--- src/rtl/rq_wr_req_gen_pkg.sv ---
`default_nettype none
// ============================================================================
// Package  : rq_wr_req_gen_pkg
// Brief    : Shared types, request-type codes and descriptor field offsets
//            for the RQ write-request generator.
// Revision : 1.0 - initial release
// ============================================================================
package rq_wr_req_gen_pkg;

  typedef enum logic [1:0] {
    IDLE  = 2'd0,
    CALC  = 2'd1,
    XFER  = 2'd2,
    DRAIN = 2'd3
  } rq_state_e;

  localparam logic [3:0] c_REQ_MEM_WR = 4'b0001;

  localparam int unsigned c_DESC_W   = 128;
  localparam int unsigned c_DATA_W   = 256;
  localparam int unsigned c_DWCNT_W  = 11;
  localparam int unsigned c_LEN_W    = 19;
  localparam int unsigned c_BEAT_W   = 6;

  localparam int unsigned c_DESC_ADDR_LSB  = 2;
  localparam int unsigned c_DESC_ADDR_MSB  = 63;
  localparam int unsigned c_DESC_DWCNT_LSB = 64;
  localparam int unsigned c_DESC_DWCNT_MSB = 74;
  localparam int unsigned c_DESC_TYPE_LSB  = 75;
  localparam int unsigned c_DESC_TYPE_MSB  = 78;
  localparam int unsigned c_DESC_REQID_LSB = 80;
  localparam int unsigned c_DESC_REQID_MSB = 95;
  localparam int unsigned c_DESC_TAG_LSB   = 96;
  localparam int unsigned c_DESC_TAG_MSB   = 103;
  localparam int unsigned c_DESC_LBE_LSB   = 104;
  localparam int unsigned c_DESC_LBE_MSB   = 107;
  localparam int unsigned c_DESC_FBE_LSB   = 108;
  localparam int unsigned c_DESC_FBE_MSB   = 111;

  // A single-DW TLP carries all its enables in first_be.
  function automatic logic [3:0] f_last_be(input logic [c_DWCNT_W-1:0] i_dw_cnt);
    return (i_dw_cnt > 11'd1) ? 4'hF : 4'h0;
  endfunction

endpackage
`default_nettype wire

--- src/rtl/rq_wr_req_gen_if.sv ---
`default_nettype none
// ============================================================================
// Interface : rq_wr_req_gen_if
// Brief     : Command, payload-in and RQ-out bundle of the write generator.
// Revision  : 1.0 - initial release
// ============================================================================
interface rq_wr_req_gen_if;

  logic         cmd_valid;
  logic         cmd_ready;
  logic [63:0]  cmd_addr;
  logic [18:0]  cmd_len_dw;

  logic         din_valid;
  logic         din_ready;
  logic [255:0] din_data;

  logic [127:0] descriptor;
  logic [255:0] rq_wr_data;
  logic [10:0]  rq_dword_count;
  logic         rq_valid;
  logic         rq_sop;
  logic         rq_last;
  logic         rq_ready;
  logic         cmd_done;

  modport master (
    output cmd_valid, cmd_addr, cmd_len_dw,
    output din_valid, din_data,
    output rq_ready,
    input  cmd_ready, din_ready,
    input  descriptor, rq_wr_data, rq_dword_count,
    input  rq_valid, rq_sop, rq_last, cmd_done
  );

  modport slave (
    input  cmd_valid, cmd_addr, cmd_len_dw,
    input  din_valid, din_data,
    input  rq_ready,
    output cmd_ready, din_ready,
    output descriptor, rq_wr_data, rq_dword_count,
    output rq_valid, rq_sop, rq_last, cmd_done
  );

endinterface
`default_nettype wire

--- src/rtl/rq_wr_req_gen_desc_pack.sv ---
`default_nettype none
// ============================================================================
// Module   : rq_desc_pack
// Brief    : Combinational RQ memory-write descriptor builder.
// Revision : 1.0 - initial release
// ============================================================================
module rq_desc_pack
  import rq_wr_req_gen_pkg::*;
(
  input  logic [61:0]            i_addr_dw,
  input  logic [c_DWCNT_W-1:0]   i_chunk,
  input  logic [7:0]             i_tag,
  input  logic [15:0]            i_req_id,
  output logic [c_DESC_W-1:0]    o_desc
);

  always_comb begin
    o_desc = '0;
    o_desc[c_DESC_ADDR_MSB:c_DESC_ADDR_LSB]   = i_addr_dw;
    o_desc[c_DESC_DWCNT_MSB:c_DESC_DWCNT_LSB] = i_chunk;
    o_desc[c_DESC_TYPE_MSB:c_DESC_TYPE_LSB]   = c_REQ_MEM_WR;
    o_desc[c_DESC_REQID_MSB:c_DESC_REQID_LSB] = i_req_id;
    o_desc[c_DESC_TAG_MSB:c_DESC_TAG_LSB]     = i_tag;
    o_desc[c_DESC_LBE_MSB:c_DESC_LBE_LSB]     = f_last_be(i_chunk);
    o_desc[c_DESC_FBE_MSB:c_DESC_FBE_LSB]     = 4'hF;
  end

endmodule
`default_nettype wire

--- src/rtl/rq_wr_req_gen.sv ---
`default_nettype none
// ============================================================================
// Module   : rq_wr_req_gen
// Brief    : Splits host write commands into RQ memory-write TLPs of at most
//            MAX_PAYLOAD_DW DWs. Define RQ_WR_REQ_GEN_4K_SPLIT_EN to also
//            break TLPs at 4KB address boundaries.
// Revision : 1.0 - initial release
// ============================================================================
module rq_wr_req_gen
  import rq_wr_req_gen_pkg::*;
#(
  parameter int MAX_PAYLOAD_DW = 64
) (
  input  logic                clk,
  input  logic                rst_n,
  input  logic [15:0]         i_cfg_req_id,
  rq_wr_req_gen_if.slave      if_rq
);

  rq_state_e              r_state;
  logic [61:0]            r_addr_dw;
  logic [c_LEN_W-1:0]     r_rem;
  logic [7:0]             r_tag;
  logic [c_DWCNT_W-1:0]   r_chunk;
  logic [c_BEAT_W-1:0]    r_beat;
  logic [c_BEAT_W-1:0]    r_last_beat;
  logic [c_DESC_W-1:0]    r_desc;
  logic                   r_cmd_ready;
  logic                   r_cmd_done;

  logic [c_LEN_W-1:0]     w_chunk_lim;
  logic [c_DWCNT_W-1:0]   w_chunk;
  logic [c_BEAT_W-1:0]    w_last_idx;
  logic [c_LEN_W-1:0]     w_rem_next;
  logic [c_DESC_W-1:0]    w_desc;
  logic                   w_in_xfer;
  logic                   w_beat_xfer;
  logic [1:0]             w_unused_addr_lsb;

  assign w_unused_addr_lsb = if_rq.cmd_addr[1:0];

  always_comb begin
    w_chunk_lim = c_LEN_W'(MAX_PAYLOAD_DW);
`ifdef RQ_WR_REQ_GEN_4K_SPLIT_EN
    begin : b_4k_limit
      logic [c_DWCNT_W-1:0] w_to_4k_dw;
      // DWs left before the next 4KB page: 1..1024
      w_to_4k_dw = 11'd1024 - {1'b0, r_addr_dw[9:0]};
      if (c_LEN_W'(w_to_4k_dw) < w_chunk_lim) begin
        w_chunk_lim = c_LEN_W'(w_to_4k_dw);
      end
    end
`endif
    w_chunk = (r_rem < w_chunk_lim) ? c_DWCNT_W'(r_rem) : c_DWCNT_W'(w_chunk_lim);
  end

  assign w_last_idx  = c_BEAT_W'((w_chunk - 11'd1) >> 3);
  assign w_rem_next  = r_rem - c_LEN_W'(r_chunk);
  assign w_in_xfer   = (r_state == XFER);
  assign w_beat_xfer = w_in_xfer && if_rq.din_valid && if_rq.rq_ready;

  rq_desc_pack u_desc_pack (
    .i_addr_dw (r_addr_dw),
    .i_chunk   (w_chunk),
    .i_tag     (r_tag),
    .i_req_id  (i_cfg_req_id),
    .o_desc    (w_desc)
  );

  always_ff @(posedge clk or negedge rst_n) begin
    if (!rst_n) begin
      r_state     <= IDLE;
      r_addr_dw   <= '0;
      r_rem       <= '0;
      r_tag       <= '0;
      r_chunk     <= '0;
      r_beat      <= '0;
      r_last_beat <= '0;
      r_desc      <= '0;
      r_cmd_ready <= 1'b1;
      r_cmd_done  <= 1'b0;
    end else begin
      r_cmd_done <= 1'b0;
      case (r_state)
        IDLE: begin
          if (if_rq.cmd_valid && r_cmd_ready) begin
            r_addr_dw   <= if_rq.cmd_addr[63:2];
            r_rem       <= if_rq.cmd_len_dw;
            r_cmd_ready <= 1'b0;
            r_state     <= CALC;
          end
        end
        CALC: begin
          r_chunk     <= w_chunk;
          r_last_beat <= w_last_idx;
          r_desc      <= w_desc;
          r_beat      <= '0;
          r_state     <= XFER;
        end
        XFER: begin
          if (w_beat_xfer) begin
            if (r_beat == r_last_beat) begin
              r_state <= DRAIN;
            end else begin
              r_beat <= r_beat + 1'b1;
            end
          end
        end
        DRAIN: begin
          // Leave only once the gearbox is accepting again.
          if (if_rq.rq_ready) begin
            r_addr_dw <= r_addr_dw + 62'(r_chunk);
            r_rem     <= w_rem_next;
            r_tag     <= r_tag + 8'd1;
            if (w_rem_next == '0) begin
              r_cmd_done  <= 1'b1;
              r_cmd_ready <= 1'b1;
              r_state     <= IDLE;
            end else begin
              r_state <= CALC;
            end
          end
        end
        default: r_state <= IDLE;
      endcase
    end
  end

  assign if_rq.cmd_ready      = r_cmd_ready;
  assign if_rq.cmd_done       = r_cmd_done;
  assign if_rq.descriptor     = r_desc;
  assign if_rq.rq_dword_count = r_chunk;
  assign if_rq.rq_valid       = w_in_xfer && if_rq.din_valid;
  assign if_rq.din_ready      = w_in_xfer && if_rq.rq_ready;
  assign if_rq.rq_wr_data     = w_in_xfer ? if_rq.din_data : '0;
  assign if_rq.rq_sop         = w_in_xfer && (r_beat == '0);
  assign if_rq.rq_last        = w_in_xfer && (r_beat == r_last_beat);

endmodule
`default_nettype wire

--- src/flat_wrapper.sv ---
// flat-port wrapper written by rule: the top's interface ports become plain ports
module rq_wr_req_gen_flat import rq_wr_req_gen_pkg::*;
#(
  parameter int MAX_PAYLOAD_DW = 64
)
  (clk, rst_n, i_cfg_req_id, if_rq_cmd_valid, if_rq_cmd_addr, if_rq_cmd_len_dw, if_rq_din_valid, if_rq_din_data, if_rq_rq_ready, if_rq_cmd_ready, if_rq_din_ready, if_rq_descriptor, if_rq_rq_wr_data, if_rq_rq_dword_count, if_rq_rq_valid, if_rq_rq_sop, if_rq_rq_last, if_rq_cmd_done);
  rq_wr_req_gen_if if_rq_i ();
  input  logic clk;
  input  logic rst_n;
  input  logic [15:0] i_cfg_req_id;
  input wire logic [$bits(if_rq_i.cmd_valid)-1:0] if_rq_cmd_valid;
  input wire logic [$bits(if_rq_i.cmd_addr)-1:0] if_rq_cmd_addr;
  input wire logic [$bits(if_rq_i.cmd_len_dw)-1:0] if_rq_cmd_len_dw;
  input wire logic [$bits(if_rq_i.din_valid)-1:0] if_rq_din_valid;
  input wire logic [$bits(if_rq_i.din_data)-1:0] if_rq_din_data;
  input wire logic [$bits(if_rq_i.rq_ready)-1:0] if_rq_rq_ready;
  output wire logic [$bits(if_rq_i.cmd_ready)-1:0] if_rq_cmd_ready;
  output wire logic [$bits(if_rq_i.din_ready)-1:0] if_rq_din_ready;
  output wire logic [$bits(if_rq_i.descriptor)-1:0] if_rq_descriptor;
  output wire logic [$bits(if_rq_i.rq_wr_data)-1:0] if_rq_rq_wr_data;
  output wire logic [$bits(if_rq_i.rq_dword_count)-1:0] if_rq_rq_dword_count;
  output wire logic [$bits(if_rq_i.rq_valid)-1:0] if_rq_rq_valid;
  output wire logic [$bits(if_rq_i.rq_sop)-1:0] if_rq_rq_sop;
  output wire logic [$bits(if_rq_i.rq_last)-1:0] if_rq_rq_last;
  output wire logic [$bits(if_rq_i.cmd_done)-1:0] if_rq_cmd_done;
  assign if_rq_i.cmd_valid = if_rq_cmd_valid;
  assign if_rq_i.cmd_addr = if_rq_cmd_addr;
  assign if_rq_i.cmd_len_dw = if_rq_cmd_len_dw;
  assign if_rq_i.din_valid = if_rq_din_valid;
  assign if_rq_i.din_data = if_rq_din_data;
  assign if_rq_i.rq_ready = if_rq_rq_ready;
  assign if_rq_cmd_ready = if_rq_i.cmd_ready;
  assign if_rq_din_ready = if_rq_i.din_ready;
  assign if_rq_descriptor = if_rq_i.descriptor;
  assign if_rq_rq_wr_data = if_rq_i.rq_wr_data;
  assign if_rq_rq_dword_count = if_rq_i.rq_dword_count;
  assign if_rq_rq_valid = if_rq_i.rq_valid;
  assign if_rq_rq_sop = if_rq_i.rq_sop;
  assign if_rq_rq_last = if_rq_i.rq_last;
  assign if_rq_cmd_done = if_rq_i.cmd_done;
  rq_wr_req_gen #(.MAX_PAYLOAD_DW(MAX_PAYLOAD_DW)) u_core (.clk(clk), .rst_n(rst_n), .i_cfg_req_id(i_cfg_req_id), .if_rq(if_rq_i));
endmodule
--- config.mk ---
export PLATFORM = sky130hd
export DESIGN_NAME = rq_wr_req_gen_flat
export DESIGN_NICKNAME = d
export VERILOG_FILES = /design/src/rtl/rq_wr_req_gen_pkg.sv /design/src/rtl/rq_wr_req_gen_if.sv /design/src/rtl/rq_wr_req_gen_desc_pack.sv /design/src/rtl/rq_wr_req_gen.sv /design/src/flat_wrapper.sv
export SDC_FILE = /design/constraint.sdc
export NUM_CORES = 1
export LEC_CHECK = 0
export ABC_AREA = 1
export CORE_AREA = 10 10 285 287
export CTS_BUF_LIST = sky130_fd_sc_hd__clkbuf_16
export CTS_CLUSTER_SIZE = 20
export DETAILED_ROUTE_END_ITERATION = 12
export DIE_AREA = 0 0 295 297
export GPL_TIMING_DRIVEN = 0
export SYNTH_ARGS = -nofsm -noshare
export SYNTH_HDL_FRONTEND = slang
export SYNTH_SLANG_ARGS = --single-unit
--- constraint.sdc ---
create_clock -name clk -period 2 [get_ports clk]
set_clock_uncertainty 0.05 [all_clocks]
set_input_delay 0.3 -clock clk [delete_from_list [all_inputs] [get_ports clk]]
set_output_delay 0.3 -clock clk [all_outputs]
set_load 0.01 [all_outputs]
## Yosys cells after proc, flatten, opt, wreduce, memory -nomap -nowiden

Cells that the tools add are included.

| word-level totals | value |
|---|---|
| output and inout bits | 401 |
| bits in registers | 219 |
| input bits | 360 |
| word-level logic and storage cells | 68 |

| cells by class | value |
|---|---|
| reductions and logical operators | 16 |
| eq/ne operators | 10 |
| order comparisons | 2 |
| add/sub/neg operators | 5 |
| multiplexer cells | 25 |

Operators with widths:

| cell | count |
|---|---|
| 256-bit 2-to-1 mux | 1 |
| 62-bit 2-to-1 mux | 2 |
| 62-bit case mux with 2 select lines | 1 |
| 62-bit by 11-bit adder with 62-bit output | 1 |
| 19-bit 2-to-1 mux | 2 |
| 19-bit case mux with 2 select lines | 1 |
| 19-bit zero test | 1 |
| 19-bit by 7-bit less-than comparator with 1-bit output (second input constant) | 1 |
| 19-bit by 11-bit subtractor with 19-bit output | 1 |
| 6-bit 2-to-1 mux | 2 |
| 6-bit case mux with 2 select lines | 1 |
| 11-bit by 1-bit > comparator with 1-bit output (second input constant) | 1 |
| 11-bit 2-to-1 mux | 1 |
| 9-bit by 1-bit subtractor with 9-bit output (second input constant) | 1 |
| 8-bit by 1-bit adder with 8-bit output (second input constant) | 1 |
| 2-bit 2-to-1 mux | 4 |
| 2-bit != test (second input constant) | 4 |
| 2-bit case mux with 4 select lines | 1 |
| 4-bit AND reduction | 2 |
| 1-bit 2-to-1 mux | 7 |
| 6-bit by 1-bit adder with 6-bit output (second input constant) | 1 |
| 6-bit == test | 1 |
| 1-bit logical AND | 6 |
| 6-bit zero test | 1 |
| other kinds (9) | 13 |

## Logic depth before layout (Yosys ltp)

Gate-level depths: netlist of the first run.

| logic depth | value |
|---|---|
| word-level depth | 5 |
| depth in mapped cells | 18 |

## By module

From an unflattened synthesis of the first run, not the netlist that was laid out.

| second synthesis, totals | value |
|---|---|
| cells, all modules | 2610 |
| area total of the unflattened synthesis | 16844.9 sq um |

Modules (own cells, without submodules):

| module | area each (sq um) | cells each | instances |
|---|---|---|---|
| rq_wr_req_gen | 15845.2 | 2472 | 1 |
| rq_desc_pack | 999.7 | 138 | 1 |

## Worst setup path after synthesis of the first run

OpenSTA, ideal clock, no wires.

| timing path | value |
|---|---|
| path kind | register to register |
| from | register u_core.r_chunk[0], in the netlist u_core.if_rq.rq_dword_count[0] |
| to | register u_core.r_addr_dw[58] |
| setup time | 65 ps |
| slack | -237 ps |
| data arrival time | 2122 ps |
| cell stages (with the launch flop) | 16 |
| clock period less this slack | 2237 ps |
| path buffers | 0 |
| cells stage by stage | dfrtp_1 -> ha_1 -> inv_1 -> fa_1 -> nor3_2 -> nor2_2 -> inv_2 -> nand2_1 -> nand2_2 -> nand2_1 -> nand2_1 -> nand2_1 -> or2_0 -> nand3_1 -> nand2_1 -> nand2_1 |

| between the ends | value |
|---|---|
| word-level cells in the longest chain between the ends | 3 |

Ends and longest elaborated chain:

| element | RTL line | source |
|---|---|---|
| from (decl) | rq_wr_req_gen.sv:24 | `logic [c_DWCNT_W-1:0] r_chunk;` |
| from (signal assigned) | rq_wr_req_gen.sv:94 | `r_chunk <= w_chunk;` |
| 62-bit by 11-bit adder with 62-bit output | rq_wr_req_gen.sv:112 | `r_addr_dw <= r_addr_dw + 62'(r_chunk);` |
| 62-bit 2-to-1 mux | rq_wr_req_gen.sv:111 | `if (if_rq.rq_ready) begin` |
| 62-bit case mux with 2 select lines | rq_wr_req_gen.sv:84 | `case (r_state)` |
| to (signal assigned) | rq_wr_req_gen.sv:87 | `r_addr_dw <= if_rq.cmd_addr[63:2];` |
| to (signal assigned) | rq_wr_req_gen.sv:112 |  |
| to (decl) | rq_wr_req_gen.sv:21 | `logic [61:0] r_addr_dw;` |

No other way between the ends. The select of a mux whose other input is x is not followed.
A chain may end at the register's enable or synchronous reset.

## Worst setup path after layout of the first run

| timing path | value |
|---|---|
| from | register u_core.r_state[0] |
| to | output port if_rq_rq_wr_data[173] |

| between the ends | value |
|---|---|
| word-level cells in the longest chain between the ends | 2 |

Ends and longest elaborated chain:

| element | RTL line | source |
|---|---|---|
| from (decl) | rq_wr_req_gen.sv:20 | `rq_state_e r_state;` |
| from (signal assigned) | rq_wr_req_gen.sv:72 | `r_state <= IDLE;` |
| from (signal assigned) | rq_wr_req_gen.sv:90 | `r_state <= CALC;` |
| from (signal assigned) | rq_wr_req_gen.sv:98 | `r_state <= XFER;` |
| 2-bit == test | rq_wr_req_gen.sv:59 | `assign w_in_xfer = (r_state == XFER);` |
| 256-bit 2-to-1 mux | rq_wr_req_gen.sv:135 | `assign if_rq.rq_wr_data = w_in_xfer ? if_rq.din_data : '0;` |
| to (decl) | flat_wrapper.sv:20 | `output wire logic [$bits(if_rq_i.rq_wr_data)-1:0] if_rq_rq_wr_data;` |

No other way between the ends.

==> run summary, run 1 <==
antenna-violating nets left: 0
share of the core filled with cells in the final layout: 40.0%
setup slack of the most critical reg-to-reg path: -0.41 ns
static leakage power: 15.0 nW
area grow syn2layout: 109%
H-tree depth: 1
Root Buffer Master: sky130_fd_sc_hd__clkbuf_16
endpoints failing setup: 369
category of the most critical setup path: flip-flop to output port
kind of cell adding the most delay to the critical path: buffers and inverters
WP buf/inv: 9
number of I/O pins: 761
number of CTS-inserted buffers: 24
number of enable-type register cells in the synthesized netlist: 0
Critical Path Source Type: flip-flop
commonest cells in the synthesized netlist: sky130_fd_sc_hd__nand2_1 (752), sky130_fd_sc_hd__inv_1 (463), sky130_fd_sc_hd__dfrtp_1 (203), sky130_fd_sc_hd__nor2_1 (165), sky130_fd_sc_hd__o21ai_0 (148)
overall overflow remaining after global route: 0
row count: 101
final net count: 3662
pin count of the biggest net entering global routing: 105
routability cong.: 1.00
area of the core region: 75400 um^2
failing checks: setup timing
leading cell type by number of instances after synthesis: sky130_fd_sc_hd__nand2_1
via count of the first global-routing pass: 18100
clock insertion delay at the later pin of the skew report: 0.54 ns
clock tree buffer depth: 3
Yosys warnings: 0
data required time at the worst endpoint: 1.65 ns
Hold Violations, Final: 0
Sinks on Clock Net: 204
detailed-route wire length: 127000 um
starting density of the core: 19.2%
Achievable Freq: 388 MHz
power density cells: 1580 nW/um^2
number of iterations in the first detailed-routing pass: 8
Worst Setup Slack post-DPL: -1.83 ns
routed len/inst: 29.6 um
terminus of the critical flop-to-flop path: u_core.r_addr_dw[57]
Comb pwr share: 74.3%
total power of the final layout: 47.7 mW
proportion of synthesized chip area in sequential cells: 35.3%
Netlist Area Pre-Place: 14500 um^2
Cell variety after synth: 48
smallest setup slack after layout: -0.576 ns
Avg Synthesized Cell Area: 6.38 um^2
maximum VDD drop: 701 uV
number of DRC markers after the initial detailed-route iteration: 1474
WP data arrival: 2.23 ns
proportion of power drawn by the clock network: 9.4%
# fillers: 7720
internal power summed over all cells: 25.1 mW
endpoint kind of the worst setup timing path: output port
Final TNS setup: -140.64 ns
end point of the worst hold path: u_core.if_rq.descriptor[92]
vias after detailed routing: 19300
Worst slew margin: 44.9%
count of max-cap constraint violations: 0
clock transition at the registers of the reported paths: 0.06 ns
Min Clock Period, post-route: 2.58 ns
total of flip-flops plus latches after synthesis: 204
Syn Inst Count: 2267
instance count along the most critical hold path: 3
worst r2r path cells: 12
cell type of the slowest stage on the worst timing path: sky130_fd_sc_hd__dfrtp_2
antenna violations before repair: 54
DRC violations left: 0
net switching fraction of the power: 47.3%
Synth Flop Type: sky130_fd_sc_hd__dfrtp_1
Crit path largest cell delay: 0.44 ns
startpoint of the most critical hold path: i_cfg_req_id[12]
cells taking the most area after synthesis: sky130_fd_sc_hd__dfrtp_1 (35%), sky130_fd_sc_hd__nand2_1 (20%), sky130_fd_sc_hd__inv_1 (12%), sky130_fd_sc_hd__o21ai_0 (5.1%), sky130_fd_sc_hd__nor2_1 (4.3%)
startpoint of the lowest-slack register-to-register path: u_core.r_state[1]
Yosys top cell by area: sky130_fd_sc_hd__dfrtp_1
share of power burned in registers: 16.3%
largest driver fanout on the critical path: 5
RSZ-0062 raised after global routing: yes
transition time at the pin with the least slew margin: 0.826 ns
share of post-route cells with drive strength above 1: 38.5%
TritonCTS clock tree: yes
final cycle utilization of the critical path: 129%
fraction of registers with async set or reset after synthesis: 100%
Pins Over Slew Limit: 0
cell seen most often among critical-path stages: sky130_fd_sc_hd__buf_6
via density per instance: 4.50
cell breakdown of the critical path: inv_4, ha_4, buf_6, clkbuf_16, buf_6, buf_6, buf_8, buf_6, nand2_4, inv_2, buf_6
Chip Height: 297 um
total of buffers placed on input and output ports: 736
final HPWL from detailed placement: 108000 um
worst slack on hold paths: 0.254 ns
die boundary width: 295 um
Total Die Area: 87600 um^2
class of the worst hold path: input pin to flip-flop
outcome: finished, violations left
wire length of the first global-routing pass: 162000 um
top cell type's share of synthesized area: 35.1%
switching power: 22.5 mW
overall track demand over capacity in global routing: 27.1%
==> per-layer routing <==
metal	track usage (%)	vias to the layer above	part of all wire (%)
met5	0	-	0.15
met2	51.9	795	53
met3	5.80	202	6.8
met1	30.4	9294	37
li1	-	8946	-
met4	4.41	28	2.6
==> flip-flops by register name (all words and copies together), names as in the netlist <==
name                         flops
u_core.if_rq.cmd_done            1
u_core.if_rq.cmd_ready           1
u_core.if_rq.descriptor         89
u_core.if_rq.rq_dword_count     10
u_core.r_addr_dw                62
u_core.r_beat                    6
u_core.r_last_beat               6
u_core.r_rem                    19
u_core.r_state                   2
u_core.r_tag                     8
==> cell type report <==
type	count	area, um^2	area share, %
repair buffers	965	10200	33.7
multi-input cells	1494	9680	32.1
flip-flops and latches	204	5130	17.0
inverters	468	1870	6.20
plain buffers	114	1270	4.22
well taps	978	1220	4.06
clock buffers	25	626	2.07
clock inverters	18	156	0.519
diodes	12	30.0	0.0996
==> cell families (layout without fill, tap and decap cells) <==
group,after synthesis,in the layout,share of synthesized area [%]
AOI/OAI and AO/OA,274,274,11.0
xor gates and xnor gates,38,38,2.30
adders and majority gates,31,31,2.79
buffers and inverters,590,1590,16.6
DFF,204,204,35.3
other,1,34,0.0259
and+or+nand+nor,1129,1129,32.0
==> repair_timing <==
action | 4_1_cts | 5_1_grt
endpoints found under the hold margin | 100 | 0
resized for setup | 1909 | 829
buffers inserted | 79 | 130
endpoints found under the setup margin | 473 | 479
hold buffers | 1 | 0
pin swaps | 3 | 91
gates cloned | 15 | 10
==> power groups by stage <==
stage / Clock, mW / Sequential [mW] / Combinational (mW)
finish: 4.50 / 7.75 / 35.4
global placement: 0 / 7.65 / 23.3
global route: 4.73 / 7.95 / 37.5
floorplan: 0 / 7.53 / 10.6
detailed placement: 0 / 7.66 / 23.3
CTS: 4.57 / 7.65 / 28.9
==> how the worst max path moves through the flow <==
stage / depth (start not counted) / slack, ns / end / from
floorplan: 15 / -0.13 / u_core.r_addr_dw[58] / u_core.if_rq.rq_dword_count[0]
global placement: 1 / -9.40 / u_core.if_rq.rq_dword_count[2] / rst_n
detailed placement: 8 / -1.83 / if_rq_rq_wr_data[95] / u_core.r_state[0]
CTS: 9 / -0.71 / if_rq_rq_wr_data[95] / u_core.r_state[0]
global route: 11 / -0.62 / if_rq_rq_wr_data[173] / u_core.r_state[0]
finish: 11 / -0.58 / if_rq_rq_wr_data[173] / u_core.r_state[0]
==> stage by stage <==
| step | instances | instance area (um^2) |
|---|---|---|
| global placement | 4002 | 23300 |
| detailed placement | 4003 | 23300 |
| floorplan | 2288 | 14700 |
| CTS | 4138 | 26500 |
| global route | 4267 | 30100 |
| finish | 4278 | 30200 |
==> layout by cell type, fill, tap and decap left out, types with 34 or more instances in the layout <==
cell type / Yosys / layout
sky130_fd_sc_hd__nand2_8: 0 / 34
sky130_fd_sc_hd__clkdlybuf4s50_1: 0 / 475
sky130_fd_sc_hd__nand2_4: 0 / 102
sky130_fd_sc_hd__o21ai_0: 148 / 117
sky130_fd_sc_hd__buf_8: 0 / 39
sky130_fd_sc_hd__nand2_1: 752 / 495
sky130_fd_sc_hd__clkbuf_16: 0 / 59
sky130_fd_sc_hd__nand2_2: 5 / 126
sky130_fd_sc_hd__nand3_1: 110 / 93
sky130_fd_sc_hd__inv_2: 5 / 168
sky130_fd_sc_hd__buf_4: 43 / 163
sky130_fd_sc_hd__nor2_1: 165 / 130
sky130_fd_sc_hd__inv_1: 463 / 269
sky130_fd_sc_hd__buf_6: 1 / 285
sky130_fd_sc_hd__dfrtp_1: 203 / 185
==> worst min-delay path, cell delays in order <==
cell and delay (ns):
sky130_fd_sc_hd__clkdlybuf4s50_1 0.39, sky130_fd_sc_hd__nand2_1 0.06, sky130_fd_sc_hd__nand2_1 0.04
Power figures use the tool's default switching activity.
==> run 2: changes to the inputs <==
--- a/config.mk
+++ b/config.mk
@@ -6,12 +6,13 @@
 export NUM_CORES = 1
 export LEC_CHECK = 0
 export ABC_AREA = 1
-export CORE_AREA = 10 10 285 287
+export CORE_AREA = 10 10 291 293
 export CTS_BUF_LIST = sky130_fd_sc_hd__clkbuf_16
 export CTS_CLUSTER_SIZE = 20
 export DETAILED_ROUTE_END_ITERATION = 12
-export DIE_AREA = 0 0 295 297
+export DIE_AREA = 0 0 301 303
 export GPL_TIMING_DRIVEN = 0
 export SYNTH_ARGS = -nofsm -noshare
 export SYNTH_HDL_FRONTEND = slang
+export SYNTH_HIERARCHICAL = 1
 export SYNTH_SLANG_ARGS = --single-unit
==> run 2 against run 1 <==
Compared with the run above:
- the flow still finishes with violations (setup timing)
- synthesized cell count up 15%
- register-to-register slack worse by 0.03 ns
- critical path type unchanged
- via count rose by 8.9%
- clock power grew 35%
- sequential power up 25%
- design area is 12% higher
- maximum frequency up 3.2%
- worst hold slack improved by 0.012 ns
- non-clock buffer count is 93 higher
- critical endpoint is now if_rq_rq_wr_data[224]
- flip-flop and latch count increased by 40
==> run summary, run 2 <==
number of DRC markers after the initial detailed-route iteration: 1531
area of the core region: 78600 um^2
Hold Violations, Final: 0
commonest non-fill, non-tap cell in the layout: sky130_fd_sc_hd__nand2_1
Min Clock Period, post-route: 2.50 ns
antenna violations before repair: 16
area grow syn2layout: 99.6%
starting density of the core: 21.4%
final HPWL from detailed placement: 110000 um
RSZ-0062 raised after global routing: yes
clock tree buffer depth: 3
Total Die Area: 91200 um^2
Worst slew margin: 47.9%
final net count: 4026
via count of the first global-routing pass: 19100
Register Area: 6160 um^2
Sinks on Clock Net: 244
transition time at the pin with the least slew margin: 0.781 ns
power density cells: 1510 nW/um^2
row count: 103
routed len/inst: 28.2 um
routability cong.: 0.994
clock transition at the registers of the reported paths: 0.06 ns
share of post-route cells with drive strength above 1: 39.4%
Largest register FFs: 128
number of enable-type register cells in the synthesized netlist: 0
via density per instance: 4.45
commonest cells in the synthesized netlist: sky130_fd_sc_hd__nand2_1 (1035), sky130_fd_sc_hd__inv_1 (439), sky130_fd_sc_hd__dfrtp_1 (243), sky130_fd_sc_hd__nor2_1 (180), sky130_fd_sc_hd__buf_4 (127)
detailed-route wire length: 133000 um
Placed Instances: 4436
antenna-violating nets left: 0
Critical Path Source Type: flip-flop
largest driver fanout on the critical path: 8
Syn Inst Count: 2610
most used cells in the layout excluding fill and tap cells: sky130_fd_sc_hd__nand2_1 (748), sky130_fd_sc_hd__clkdlybuf4s50_1 (481), sky130_fd_sc_hd__buf_6 (249)
TritonCTS clock tree: yes
Pins Over Slew Limit: 0
data required time at the worst endpoint: 1.65 ns
wire length of the first global-routing pass: 167000 um
overall track demand over capacity in global routing: 26.6%
Synth Flop Type: sky130_fd_sc_hd__dfrtp_1
Netlist Area Pre-Place: 16800 um^2
class of the worst hold path: input pin to asynchronous set/reset pin
clock insertion delay at the later pin of the skew report: 0.57 ns
Finished Layout Cells: 4711
footprint of the multi-input gates: 10800 um^2
static leakage power: 17.4 nW
number of I/O pins: 761
pin count of the biggest net entering global routing: 88
number of CTS-inserted buffers: 35
# fillers: 7891
final cycle utilization of the critical path: 125%
WP data arrival: 2.15 ns
outcome: finished, violations left
die boundary width: 301 um
area post-placement: 25900 um^2
proportion of synthesized chip area in sequential cells: 36.3%
fraction of registers with async set or reset after synthesis: 100%
category of the most critical setup path: flip-flop to output port
maximum VDD drop: 722 uV
cell area after layout: 33600 um^2
Yosys top cell by area: sky130_fd_sc_hd__dfrtp_1
total of buffers placed on input and output ports: 742
DRC violations left: 0
H-tree depth: 2
cells taking the most area after synthesis: sky130_fd_sc_hd__dfrtp_1 (36%), sky130_fd_sc_hd__nand2_1 (23%), sky130_fd_sc_hd__inv_1 (9.8%), sky130_fd_sc_hd__buf_4 (5.7%), sky130_fd_sc_hd__nor2_1 (4.0%)
count of max-cap constraint violations: 0
leading cell type by number of instances after synthesis: sky130_fd_sc_hd__nand2_1
Chip Height: 303 um
top cell type's share of synthesized area: 36.1%
endpoint kind of the worst setup timing path: output port
Avg Synthesized Cell Area: 6.45 um^2
endpoints failing setup: 424
overall overflow remaining after global route: 0
smallest setup slack after layout: -0.495 ns
vias after detailed routing: 21000
Cell variety after synth: 56
Achievable Freq: 401 MHz
Root Buffer Master: sky130_fd_sc_hd__clkbuf_16
total of flip-flops plus latches after synthesis: 244
failing checks: setup timing
Yosys warnings: 6
number of iterations in the first detailed-routing pass: 8
## run 2: cell count changes in the layout (fill, tap and decap cells not counted), moves of 16 or more
cell / change
sky130_fd_sc_hd__nand2_1: +253
sky130_fd_sc_hd__o211ai_1: -19
sky130_fd_sc_hd__buf_12: +16
sky130_fd_sc_hd__clkbuf_16: +17
sky130_fd_sc_hd__o21ai_0: -74
sky130_fd_sc_hd__dfrtp_2: +26
sky130_fd_sc_hd__nand2_4: +54
sky130_fd_sc_hd__inv_2: +16
sky130_fd_sc_hd__buf_4: +58
sky130_fd_sc_hd__nor2_2: +18
sky130_fd_sc_hd__inv_1: -29
sky130_fd_sc_hd__dlygate4sd3_1: +16
sky130_fd_sc_hd__buf_6: -36
## run 2: layout make-up
class | count | area share, %
Tap cell | 1050 | 3.91
Clock inverter | 24 | 0.547
Multi-Input combinational cell | 1727 | 32.2
Clock buffer | 36 | 2.68
Sequential cell | 244 | 18.3
Buffer | 216 | 6.07
Inverter | 454 | 5.43
Timing Repair Buffer | 956 | 30.8
Antenna cell | 4 | 0.0298
## run 2: final timing paths
kind | from | end | slack (ns) | cells after the start
setup / recovery | u_core/r_state[1] | if_rq_rq_wr_data[224] | -0.50 | 9
min in group clk | if_rq_cmd_len_dw[15] | u_core/r_rem[15] | 0.28 | 3
hold reg to reg | u_core/if_rq.descriptor[97] | u_core/if_rq.descriptor[97] | 0.42 | 2
setup reg to reg | u_core/if_rq.rq_dword_count[0] | u_core/r_addr_dw[48] | -0.44 | 17
hold / removal | rst_n | u_core/if_rq.descriptor[43] | 0.27 | 2
max in group asynchronous | rst_n | u_core/if_rq.descriptor[87] | 0.26 | 4
## run 2: per-layer routing
| metal | wire (um) | vias up | track usage, % |
|---|---|---|---|
| met5 | 68 | - | 0 |
| met4 | 4630 | 10 | 7.23 |
| met3 | 15500 | 162 | 12.9 |
| met2 | 60400 | 910 | 42.2 |
| met1 | 52000 | 10100 | 31.6 |
| li1 | - | 9813 | - |
## run 2: cells by family (layout without fill, tap and decap cells)
family                   after synthesis  after routing  synth area share, %
XOR/XNOR                              35             35                 1.82
adder cells (fa/ha/maj)               32             32                 2.47
AO/OA/AOI/OAI                        191            191                 6.83
AND/OR/NAND/NOR                     1434           1434                 34.7
other                                  3             39               0.0668
flip-flops                           244            244                 36.3
buffers and inverters                671           1686                 17.8
## run 2: report_power, final
group / internal, mW / switching (mW) / leakage [nW]
combinational: 15.8 / 19.2 / 13.9
sequential: 7.23 / 2.43 / 2.96
clock: 3.52 / 2.56 / 0.548
total: 26.6 / 24.2 / 17.4
## run 2: worst max-delay path: stages (launching register included)
cell                        delay (ns)
sky130_fd_sc_hd__dfrtp_2          0.43
sky130_fd_sc_hd__ha_4             0.19
sky130_fd_sc_hd__buf_12           0.13
sky130_fd_sc_hd__buf_12           0.14
sky130_fd_sc_hd__clkbuf_16        0.18
sky130_fd_sc_hd__buf_8            0.13
sky130_fd_sc_hd__clkbuf_16        0.16
sky130_fd_sc_hd__nand2_4          0.07
sky130_fd_sc_hd__inv_2            0.04
sky130_fd_sc_hd__buf_6            0.12
## run 2: per-stage QoR
step           hold slack [ns]  setup TNS, ns  worst slack (ns)  utilization [%]  total power, mW
3_5_place_dp             0.315        -515.57             -1.86             32.9             33.9
4_1_cts                  0.265        -164.42            -0.536             36.2             42.4
3_3_place_gp             0.405       -3159.64            -10.94             32.8             33.7
5_1_grt                  0.287        -152.63            -0.638             42.8             53.6
6_report                 0.266        -120.01            -0.495             42.8             50.8
2_1_floorplan          -0.0456          -2.00            -0.173                -             21.2
## run 2: timing repair
| action | CTS | global route |
|---|---|---|
| setup endpoints to repair | 505 | 503 |
| buffers inserted | 33 | 129 |
| cloned | 16 | 19 |
| endpoints found under the hold margin | 101 | 0 |
| pin swaps | 4 | 101 |
| gates resized for setup | 1464 | 1362 |
| hold buffers | 17 | 0 |
==> run 3: changes to the inputs <==
--- a/config.mk
+++ b/config.mk
@@ -6,12 +6,15 @@
 export NUM_CORES = 1
 export LEC_CHECK = 0
 export ABC_AREA = 1
-export CORE_AREA = 10 10 291 293
+export CELL_PAD_IN_SITES_DETAIL_PLACEMENT = 2
+export CELL_PAD_IN_SITES_GLOBAL_PLACEMENT = 2
+export CORE_AREA = 10 10 309 311
 export CTS_BUF_LIST = sky130_fd_sc_hd__clkbuf_16
 export CTS_CLUSTER_SIZE = 20
 export DETAILED_ROUTE_END_ITERATION = 12
-export DIE_AREA = 0 0 301 303
+export DIE_AREA = 0 0 319 321
 export GPL_TIMING_DRIVEN = 0
+export PLACE_DENSITY_LB_ADDON = 0.1
 export SYNTH_ARGS = -nofsm -noshare
 export SYNTH_HDL_FRONTEND = slang
 export SYNTH_HIERARCHICAL = 1
==> run 3 against run 2 <==
Compared with the run above:
- the run still ends with setup timing left
- clock power rose by 8.2%
- count of clock-buffer cells in the layout is 1 higher
- combinational power rose by 9.1%
- sequential share of layout area down 0.74 points
- power up 7.9%
- first-iteration DRC count down 16%
- global-route usage up 1.4 points
- sequential power grew 2.8%
- final cell count up 3.8%
- critical endpoint is now u_core/if_rq.cmd_done
- largest power group unchanged
==> run summary, run 3 (synthesized netlist as in run 2, its figures left out) <==
total of buffers placed on input and output ports: 742
kind of cell adding the most delay to the critical path: simple AND/OR/NAND/NOR gates
Hold Violations, Final: 0
via count of the first global-routing pass: 23300
H-tree depth: 2
transition time at the pin with the least slew margin: 0.881 ns
Finished Layout Cells: 4888
Critical Path Source Type: flip-flop
class of the worst hold path: input pin to asynchronous set/reset pin
pin count of the biggest net entering global routing: 107
terminus of the critical flop-to-flop path: u_core/if_rq.cmd_done
DRC violations left: 0
worst slack on hold paths: 0.217 ns
count of max-cap constraint violations: 0
Chip Height: 321 um
number of iterations in the first detailed-routing pass: 5
detailed-route wire length: 162000 um
Sinks on Clock Net: 244
cell type of the slowest stage on the worst timing path: sky130_fd_sc_hd__dfrtp_1
maximum VDD drop: 668 uV
setup slack of the most critical reg-to-reg path: -0.70 ns
wire length of the first global-routing pass: 201000 um
smallest setup slack after layout: -0.704 ns
TritonCTS clock tree: yes
worst r2r path cells: 14
via density per instance: 4.62
static leakage power: 18.0 nW
most used cells in the layout excluding fill and tap cells: sky130_fd_sc_hd__nand2_1 (700), sky130_fd_sc_hd__clkdlybuf4s50_1 (481), sky130_fd_sc_hd__buf_6 (327)
clock tree buffer depth: 3
Worst slew margin: 41.3%
antenna-violating nets left: 0
Largest register FFs: 128
failing checks: setup timing
final HPWL from detailed placement: 123000 um
area of the core region: 89300 um^2
overall track demand over capacity in global routing: 28.0%
vias after detailed routing: 22600
number of DRC markers after the initial detailed-route iteration: 1290
share of post-route cells with drive strength above 1: 43.4%
Achievable Freq: 370 MHz
power density cells: 1570 nW/um^2
antenna violations before repair: 63
Final TNS setup: -160.77 ns
WP buf/inv: 1
clock insertion delay at the later pin of the skew report: 0.56 ns
category of the most critical setup path: flip-flop to flip-flop
area grow syn2layout: 108%
Placed Instances: 4562
share of the core filled with cells in the final layout: 39.2%
outcome: finished, violations left
WP data arrival: 3.11 ns
largest driver fanout on the critical path: 7
data required time at the worst endpoint: 2.41 ns
routability cong.: 1.03
Min Clock Period, post-route: 2.70 ns
Worst Setup Slack post-DPL: -2.10 ns
number of CTS-inserted buffers: 35
Crit path largest cell delay: 0.45 ns
total power of the final layout: 54.8 mW
endpoints failing setup: 460
Root Buffer Master: sky130_fd_sc_hd__clkbuf_16
final cycle utilization of the critical path: 135%
die boundary width: 319 um
starting density of the core: 18.9%
Pins Over Slew Limit: 0
number of I/O pins: 761
clock transition at the registers of the reported paths: 0.06 ns
startpoint of the lowest-slack register-to-register path: u_core/r_rem[2]
cell breakdown of the critical path: ha_4, buf_6, nand2_1, nor2_1, nand2_1, nand3_1, nand2_1, nand2_2, nand3_1, nor2_2, nand3_1, nor2_1, nand3b_1, nor2_1
RSZ-0062 raised after global routing: yes
row count: 110
cell area after layout: 35000 um^2
Total Die Area: 102000 um^2
final net count: 4071
overall overflow remaining after global route: 0
endpoint kind of the worst setup timing path: flip-flop
routed len/inst: 33.1 um
commonest non-fill, non-tap cell in the layout: sky130_fd_sc_hd__nand2_1
area post-placement: 26000 um^2
-- run 3: cell types whose count changed in the layout (fill, tap and decap cells not counted), sizes merged --
cell           delta
buf              +56
inv              -11
clkinvlp          +7
clkbuf            -6
diode             +5
dlygate4sd2       -3
bufinv            +2
clkinv            +2
clkdlybuf4s15     -1
-- run 3: timing repair --
action | 4_1_cts | 5_1_grt
gates resized for setup | 2063 | 1002
hold buffers | 17 | 0
setup endpoints to repair | 512 | 490
cloned | 16 | 10
buffers inserted | 118 | 110
pin swaps | 54 | 96
hold endpoints to repair | 55 | 0
-- run 3: worst register-to-register path: cells and delay by family, from the launching register on --
kind | cells | cell delay, ns
adders and majority gates | 1 | 0.29
buffers and inverters | 1 | 0.13
DFF | 1 | 0.45
and+or+nand+nor | 12 | 1.67
-- run 3: final cells by class --
cell class	instances	area (um^2)
tap	1176	1470
buffer	210	1900
inverter	454	1930
clock inverter	24	220
sequential	244	6150
antenna	9	22.5
clock buffer	37	926
multi-input combinational	1727	11400
timing repair buffer	1007	11000
fill	9837	54300
-- run 3: worst max-delay path by stage --
| stage | from | end | slack, ns | depth (start not counted) |
|---|---|---|---|---|
| global route | u_core/r_rem[2] | u_core/if_rq.cmd_done | -0.78 | 14 |
| CTS | u_core/r_state[0] | if_rq_rq_wr_data[88] | -0.61 | 8 |
| finish | u_core/r_rem[2] | u_core/if_rq.cmd_done | -0.70 | 14 |
| global placement | rst_n | u_core/if_rq.descriptor[73] | -10.98 | 1 |
| detailed placement | u_core/r_state[0] | if_rq_rq_wr_data[169] | -2.10 | 8 |
| floorplan | u_core/if_rq.rq_dword_count[0] | u_core/r_addr_dw[32] | -0.17 | 15 |
-- run 3: power by group --
part           total, mW  internal (mW)  switching (mW)
Combinational       38.3           16.4            21.9
Clock               6.59           3.86            2.73
Sequential          9.93           7.20            2.73
-- run 3: routing by layer --
metal  track usage [%]  up-vias  routed length [um]
met5                 0        -                 109
li1                  -     9891                   -
met3              5.65      313                9170
met1              31.6    11500               61100
met4              7.70       18                7230
met2              52.8      887               84100
==> RTL change (flow settings as in run 1) <==
Make the reset (`rst_n`) synchronous in one clocked block.
--- a/src/rtl/rq_wr_req_gen.sv
+++ b/src/rtl/rq_wr_req_gen.sv
@@ -67,7 +67,7 @@
     .o_desc    (w_desc)
   );
 
-  always_ff @(posedge clk or negedge rst_n) begin
+  always_ff @(posedge clk) begin
     if (!rst_n) begin
       r_state     <= IDLE;
       r_addr_dw   <= '0;
Formal check against the unedited RTL: differs if rst_n is asserted again (counterexample within 4 cycles, from zero or initial values and one cycle with rst_n low); with rst_n held inactive, the same outputs for 4 cycles.
==> RTL change against run 1 <==
- the run still ends with setup timing left
- setup slack improved by 0.14 ns
- critical endpoint is now u_core.r_addr_dw[12]$_SDFFE_PN0P_
- cell area fell by 6.6%
- sequential power fell by 5.7%
- critical path type is now flip-flop to flip-flop
- routed wire length fell by 2.7%
- synthesized cell count rose by 6.1%
- power fell by 25%
- area after synthesis fell by 1.9%
- sequential cell count did not move
==> RTL change: results <==
set metrics [dict create \
    status "finished, violations left" \
    violations "setup timing" \
    p_int_mw 18.7 \
    yosysSeqAreaShare_pct 28.8 \
    timing.rr.start "u_core.if_rq.rq_dword_count[3]$_SDFFE_PN0P_" \
    crit_path_end "u_core.r_addr_dw[12]$_SDFFE_PN0P_" \
    synthAdderAreaFrac_pct 2.84 \
    dp_worst_setup_slack_ns -1.48 \
    post_cts_resized 1334 \
    hold_end "u_core.if_rq.descriptor[95]$_SDFFE_PN0P_" \
    gp_congestion 1.01 \
    placed_area_um2 22900 \
    setup_violations 423 \
    drive_gt1_share_pct 33.1 \
    first_pass_iters 5 \
    grt_use_met2_pct 41.5 \
    tns_ns -94.11 \
    tightest_slew_ns 1.03 \
    numCtsBuffers 27 \
    hpwl_um 104000 \
    fin_hold_ws_ns 0.260 \
    max_stage_delay_ns 0.39 \
    place_inst 4140 \
    finalWorstSetupSlack_ns -0.434 \
    use_met1_pct 34.1 \
    dr_wl_met3_um 12400 \
    synth_common_cells "nand2_1 (677), inv_1 (451), nor2_1 (221), dfxtp_1 (204), a21oi_1 (175)" \
    hold_class "input port to flip-flop" \
    clock_latency_ns 0.57 \
    ir_drop_mv 0.719 \
    wl_met2_um 55000 \
    grt_use_met3_pct 8.22 \
    reg2regPathDepth 12 \
    grt_max_degree 13 \
    synth_area_leaders "dfxtp_1 (29%), nand2_1 (18%), inv_1 (12%), a21oi_1 (6.2%), nor2_1 (5.8%)" \
    dr.first_iter.drc_count 1786 \
    synth_xor_area_share_pct 1.53 \
    worstPathArrival_ns 2.79 \
    pg_seq_mw 7.31 \
    wl_met1_um 53400 \
    powerClk_mw 5.06 \
    grt_pass1_wl_um 159000 \
    post_drt_wl_per_cell_um 28.5 \
    routed_wl_um 123000 \
    via_per_inst 4.59 \
    p_per_area_nw_per_um2 1260 \
    layout.nets 3724 \
    leakagePower_nw 13.8 \
    min_from "i_cfg_req_id[15]" \
    async_reset_ff_share_pct 0 \
    post_synth_num_cell_types 53 \
    cp_slowest_cell "dfxtp_4" \
    cts_setup_buffers 41 \
    antenna_found_initial 9 \
    grt_pass1_vias 18470 \
    cpLargestDelayFamily "compound AO/OA/AOI/OAI gates" \
    syn_area_per_cell_um2 5.90 \
    timing.fmax_mhz 411 \
]
==> RTL change: cell count changes after synthesis, sizes merged, moves of 9 or more <==
| cell | delta |
|---|---|
| a21oi | +155 |
| nor2 | +59 |
| nor3 | -9 |
| a22oi | -15 |
| nand3 | +23 |
| dfrtp | -203 |
| clkbuf | +30 |
| o22ai | -27 |
| dfxtp | +204 |
| nand2 | -64 |
| xor2 | -12 |
==> RTL change: final cells by class <==
| class | instances | area (µm²) |
|---|---|---|
| diodes | 6 | 15.0 |
| plain buffers | 148 | 1330 |
| clock buffers | 27 | 676 |
| clock inverters | 17 | 193 |
| fillers | 7998 | 47300 |
| inverters | 472 | 1830 |
| multi-input cells | 1601 | 9770 |
| flip-flops and latches | 204 | 4150 |
| well taps | 978 | 1220 |
| repair buffers | 879 | 8970 |
==> RTL change: logic make-up after synthesis <==
kind of cell / Yosys count
AOI/OAI and AO/OA: 391
xor gates and xnor gates: 24
adders and majority gates: 31
buffers and inverters: 621
DFF: 204
other: 1
and+or+nand+nor: 1133
